--- config.mk ---
export PLATFORM = sky130hd
export DESIGN_NAME = grf_wb_queue
export DESIGN_NICKNAME = d
export VERILOG_FILES = /design/src/rtl/grf_wb_queue.sv
export SDC_FILE = /design/constraint.sdc
export NUM_CORES = 1
export LEC_CHECK = 0
export BUFFER_PORTS_ARGS = -buffer_cell sky130_fd_sc_hd__buf_2
export CORE_MARGIN = 3
export CORE_UTILIZATION = 55
export DETAILED_ROUTE_END_ITERATION = 7
export PLACE_DENSITY_LB_ADDON = 0.25
export SLEW_MARGIN = 20
export SYNTH_ARGS = -nofsm -noshare
export SYNTH_HDL_FRONTEND = slang
export SYNTH_SLANG_ARGS = --single-unit
--- constraint.sdc ---
create_clock -name clk -period 4.3 [get_ports clk]
set_input_delay 0.86 -clock clk [delete_from_list [all_inputs] [get_ports clk]]
set_output_delay 0.86 -clock clk [all_outputs]
set_load 0.05 [all_outputs]
--- src/rtl/grf_wb_queue.sv ---
// grf_wb_queue: merges W-stage writebacks and multi-cycle (MDU/CP0)
// results into one registered GRF write per cycle, with forwarding.
//
// Ports:
//   clk, reset (async, active-low)
//   w_valid/w_reg/w_data/w_pc      W-stage write, always accepted
//   md_valid/md_ready/md_reg/...   multi-cycle source, valid/ready push
//   RegWrite/write_reg/wdata/PC    registered GRF write port
//   fwd_reg -> fwd_hit/fwd_data    lookup of accepted, uncommitted writes
//   count                          occupied FIFO slots (killed included)
//
// Parameter DEPTH: FIFO entries (power of 2, >= 2).
// Optional macro GRF_WB_TRACE_EN: simulation-only write trace.
module grf_wb_queue #(
   parameter int DEPTH = 4
) (
   input  logic                     clk,
   input  logic                     reset,
   input  logic                     w_valid,
   input  logic [4:0]               w_reg,
   input  logic [31:0]              w_data,
   input  logic [31:0]              w_pc,
   input  logic                     md_valid,
   output logic                     md_ready,
   input  logic [4:0]               md_reg,
   input  logic [31:0]              md_data,
   input  logic [31:0]              md_pc,
   output logic                     RegWrite,
   output logic [4:0]               write_reg,
   output logic [31:0]              wdata,
   output logic [31:0]              PC,
   input  logic [4:0]               fwd_reg,
   output logic                     fwd_hit,
   output logic [31:0]              fwd_data,
   output logic [$clog2(DEPTH):0]   count
);

   localparam int AW = $clog2(DEPTH);
   localparam logic [AW:0] FULL = (AW+1)'(DEPTH);

   logic [DEPTH-1:0] q_valid;
   logic [4:0]       q_reg  [DEPTH];
   logic [31:0]      q_data [DEPTH];
   logic [31:0]      q_pc   [DEPTH];

   logic [AW-1:0]    head;
   logic [AW-1:0]    tail;

   logic             w_issue;
   logic             push;
   logic             pop;
   logic [DEPTH-1:0] kill;
   logic [DEPTH-1:0] push_oh;

   assign md_ready = (count != FULL);
   assign w_issue  = w_valid & (w_reg != 5'd0);
   // Writes to $0 complete the handshake but are never stored.
   assign push     = md_valid & md_ready & (md_reg != 5'd0);
   assign pop      = ~w_issue & (count != '0);

   // A W write overtakes every queued write to the same register;
   // those queued entries are older and must never reach the GRF.
   always_comb begin
      kill    = '0;
      push_oh = '0;
      for (int i = 0; i < DEPTH; i++) begin
         kill[i] = w_issue & (q_reg[i] == w_reg);
      end
      if (push) begin
         push_oh[tail] = 1'b1;
      end
   end

   always_ff @(posedge clk or negedge reset) begin
      if (!reset) begin
         head    <= '0;
         tail    <= '0;
         count   <= '0;
         q_valid <= '0;
         for (int i = 0; i < DEPTH; i++) begin
            q_reg[i]  <= '0;
            q_data[i] <= '0;
            q_pc[i]   <= '0;
         end
      end else begin
         // Same-cycle push is younger than the W write: it stays valid.
         q_valid <= (q_valid & ~kill) | push_oh;
         if (push) begin
            q_reg[tail]  <= md_reg;
            q_data[tail] <= md_data;
            q_pc[tail]   <= md_pc;
            tail         <= tail + 1'b1;
         end
         if (pop) begin
            head <= head + 1'b1;
         end
         case ({push, pop})
            2'b10:   count <= count + 1'b1;
            2'b01:   count <= count - 1'b1;
            default: count <= count;
         endcase
      end
   end

   // Output register; address/data/PC hold when nothing is written.
   always_ff @(posedge clk or negedge reset) begin
      if (!reset) begin
         RegWrite  <= 1'b0;
         write_reg <= '0;
         wdata     <= '0;
         PC        <= '0;
      end else if (w_issue) begin
         RegWrite  <= 1'b1;
         write_reg <= w_reg;
         wdata     <= w_data;
         PC        <= w_pc;
      end else if (pop && q_valid[head]) begin
         RegWrite  <= 1'b1;
         write_reg <= q_reg[head];
         wdata     <= q_data[head];
         PC        <= q_pc[head];
      end else begin
         RegWrite  <= 1'b0;
      end
   end

   // Forwarding: scan oldest to youngest so the youngest queued match
   // wins; queued writes are younger than the one in the output register.
   logic [AW-1:0] idx;

   always_comb begin
      fwd_hit  = 1'b0;
      fwd_data = '0;
      idx      = '0;
      if (fwd_reg != 5'd0) begin
         if (RegWrite && (write_reg == fwd_reg)) begin
            fwd_hit  = 1'b1;
            fwd_data = wdata;
         end
         for (int k = 0; k < DEPTH; k++) begin
            idx = head + AW'(k);
            if (((AW+1)'(k) < count) && q_valid[idx] &&
                (q_reg[idx] == fwd_reg)) begin
               fwd_hit  = 1'b1;
               fwd_data = q_data[idx];
            end
         end
      end
   end

`ifdef GRF_WB_TRACE_EN
   always @(posedge clk) begin
      if (RegWrite) begin
         $display("%d@%h: $%d <= %h", $time, PC, write_reg, wdata);
      end
   end
`else
`endif

endmodule
==> metrics.md <==
| Metric | Value |
|---|---|
| Placed cells | between 2000 and 2500 |
| Class of the most critical hold timing path | in2async |
| Maximum buffer depth of the clock tree | 3 |
| Final instance count without filler cells | around 2500 |
| Reg2reg start | count[1] |
| Post-synth top area cell | dfrtp_1 |
| Die X-Extent | slightly below 200 µm |
| Remaining antenna violation count after routing | 0 |
| 1st-pass router iterations | 7 |
| Count of input and output buffers | 253 |
| Final hold viol count | 0 |
| Final critical delay including setup and external delays | between 4 and 5 ns |
| DRC violation total after the first TritonRoute iteration | about 930 |
| Internal reg-to-reg setup slack | approximately 1.8 ns |
| Path type of the worst setup path | reg2out |
| Placer Congestion | between 0.8 and 0.9 |
| Status | finished clean |
| Pleak | roughly 10 nW |
| Number of design rule violations left after detail routing | 0 |
| Layer carrying the most global-route usage | met2 |
| Transition time of the tightest slew-check pin | around 0.85 ns |
| Count of clock tree sinks | approximately 360 |
| Synth top cells by count | dfrtp_1 (357), mux2_2 (331), a21oi_1 (140), nor2_1 (136) |
| Net count of the mapped netlist | 1945 |
| Post-synthesis to final-layout area growth | 19.6% |
| Top flop regs | q_data (128), q_pc (128) |
| All-layer global routing usage | 27.0% |
| Skew final | approximately 0.012 ns |
| Number of synthesized flops with an enable pin | 0 |
| Total design power | between 20 and 25 mW |
| Average detailed-routed wire length per instance | ~22 µm |
| Final #Nets | roughly 2200 |
| Vias per inst | 6.19 |
| Met3 Usage GRT | under 10% |
| Ys Warns | 0 |
| Number of buffers created by CTS | 40 |
| Flip-flop cell with the highest count after synthesis | dfrtp_1 |
| Max cap viols | 0 |
| Pin count of the biggest net entering global routing | roughly 160 |
| Arrival time at the worst endpoint | 3.44 ns |
| Crit-path max FO | 6 |
| Required time of the critical path | ~3.4 ns |
| GRT met1 Usage | 35.2% |
| Total negative slack for setup checks | 0 ns |
| Portion of the clock cycle consumed by the worst path in the final layout | between 90% and 100% |
| Number of slew-limit violations in the final report | 0 |
| GRT Residual Overflow | 0 |
| Layout cells sized above 1 | between 40% and 50% |
| Setup repair after global routing missed its margin | yes |
| Number of levels the H-tree was split into | 2 |
| Maximum vdd ir drop | 565 µV |
| DRT Wirelength | ~56 mm |
| Die footprint | 0.0391 mm² |
| Top Ports | ~250 |
| Clock latency of the later-clocked register in the worst-skew pair | 0.55 ns |
| Core ar. | ~0.036 mm² |
| Async S/R FF share, synth | 100% |
| Sort of element at the start of the critical path | flop |
| Number of synthesized register bits | ~360 |
| Proportion of synthesized chip area in sequential cells | 44.1% |
| Count of cell types in the netlist | 57 |
| TritonCTS clock tree | built |
| Max Clk Rate | 233 MHz |
| Element type at the critical path end | output pin |
| Clock-pin slew on the worst setup and hold paths | approximately 0.060 ns |
| Via count of the first global-routing pass | 15400 |
| Yosys top cell area share | between 40 and 50% |
| Post-synthesis average cell area | 11.3 µm² |
| Initial antenna violation count | 17 |
| Global Route met2 Usage | 44.8% |
| HPWL Detailed | between 30 and 40 mm |
| End of the worst register-to-register path | q_pc[23] |
| Slew Limit Headroom | between 40% and 50% |
| Number of core rows | between 60 and 70 |
| Depth of the worst register-to-register path | 9 |
| Routed via count | about 15000 |
| Cell Area, Synth | around 0.02 mm² |
| Gate Count Post-Synth | 1789 |
| Wire length of the first global-routing pass | ~84 mm |
| Count leader, synth | dfrtp_1 |
| Synth top area cells | dfrtp_1 (44%), mux2_2 (18%), mux2i_1 (6.5%), mux4_2 (5.3%), a21oi_1 (3.5%) |
| PwrDens | between 900 and 1000 mW/mm² |
| # setup viols final | 0 |
| Cell at the root of the clock tree | clkbuf_16 |
| Initial core utilization | a little under three fifths |
| Vertical die dimension | 198 µm |
-- worst max-delay path, stage by stage, from the launching register on --
cell and delay (ns):
dfrtp_4 0.52, buf_12 0.15, mux4_2 0.44, xor2_2 0.18, nor4_4 0.35, buf_12 0.23
buf_12 0.15, a21oi_4 0.09, buf_6 0.14, clkbuf_16 0.16, o311ai_4 0.08, o22ai_1 0.15
buf_4 0.24
-- where the power goes --
part,switching [mW],internal (mW)
clock network,1.38,2.03
logic,7.66,5.61
registers,1.29,5.10
total,10.3,12.8
-- through the flow --
step                hold slack (ns)  setup slack [ns]  util (%)  instance area [µm²]
finish                        0.211           0.00164      67.4                24200
floorplan                     0.474             0.101         -                20200
global placement              0.481             0.333      61.1                22000
CTS                           0.190           -0.0290      65.5                23500
detailed placement            0.488             0.206      61.1                22000
global route                  0.219            -0.124      67.4                24200
-- routing by layer --
layer,wire (µm),vias up
met3,3750,133
met2,26900,518
met5,125,-
li1,-,6995
met1,23500,7735
met4,1660,22
-- final cells by class --
class	count	area, µm²
Antenna cell	7	17.5
Clock buffer	57	1140
Clock inverter	12	159
Fill cell	2722	11700
Inverter	11	43.8
Multi-Input combinational cell	1267	11100
Sequential cell	357	8940
Tap cell	461	577
Timing Repair Buffer	317	2260
-- worst max-delay path by stage --
stage,startpoint,endpoint,slack [ns],depth (start not counted)
6_report,head[0],fwd_data[7],0.002,12
5_1_grt,head[0],fwd_data[8],-0.12,10
4_1_cts,head[0],fwd_data[10],-0.03,9
3_5_place_dp,head[0],fwd_data[2],0.21,8
3_3_place_gp,head[0],fwd_data[4],0.33,8
2_1_floorplan,fwd_reg[2],fwd_data[6],0.10,10
-- cell families (layout without fill, tap and decap cells) --
group | Yosys count | count (layout) | share of synthesized area, %
adder cells (fa/ha/maj) | 9 | 9 | 0.556
other | 0 | 7 | 0
flip-flops | 357 | 357 | 44.1
AO/OA/AOI/OAI | 359 | 359 | 11.9
multiplexers | 513 | 513 | 30.6
AND/OR/NAND/NOR | 334 | 337 | 7.14
XOR/XNOR | 49 | 49 | 2.12
buffers and inverters | 168 | 397 | 3.56
-- cells in the final DEF, fill, tap and decap left out, types with 5 or more instances in the layout --
cell       count
dfrtp_1      355
mux2_2       331
buf_2        219
a21oi_1      138
nor2_1       135
mux2i_1      130
nand2_1      126
buf_4         54
mux4_2        51
clkbuf_16     44
o21ai_0       39
a211oi_1      30
xnor2_1       29
a31oi_1       23
a311oi_1      23
or2_2         21
buf_12        20
o22ai_1       19
nor2b_1       17
xor2_1        15
buf_6         15
o211ai_1      14
a2111oi_4     13
o311ai_0      12
inv_1          9
a2111oi_2      9
ha_1           9
clkbuf_1       9
clkbuf_8       8
diode_2        7
o2111ai_1      7
and2_1         7
o22ai_2        5
nand2_4        5
-- what timing repair did --
action | 4_1_cts | 5_1_grt
setup buffers | 10 | 8
gates resized for setup | 34 | 102
pin swaps | 5 | 23
gates cloned | 1 | 9
hold buffers | 0 | 0
setup endpoints to repair | 33 | 32
Note: power is estimated with default switching activity, not from simulation.
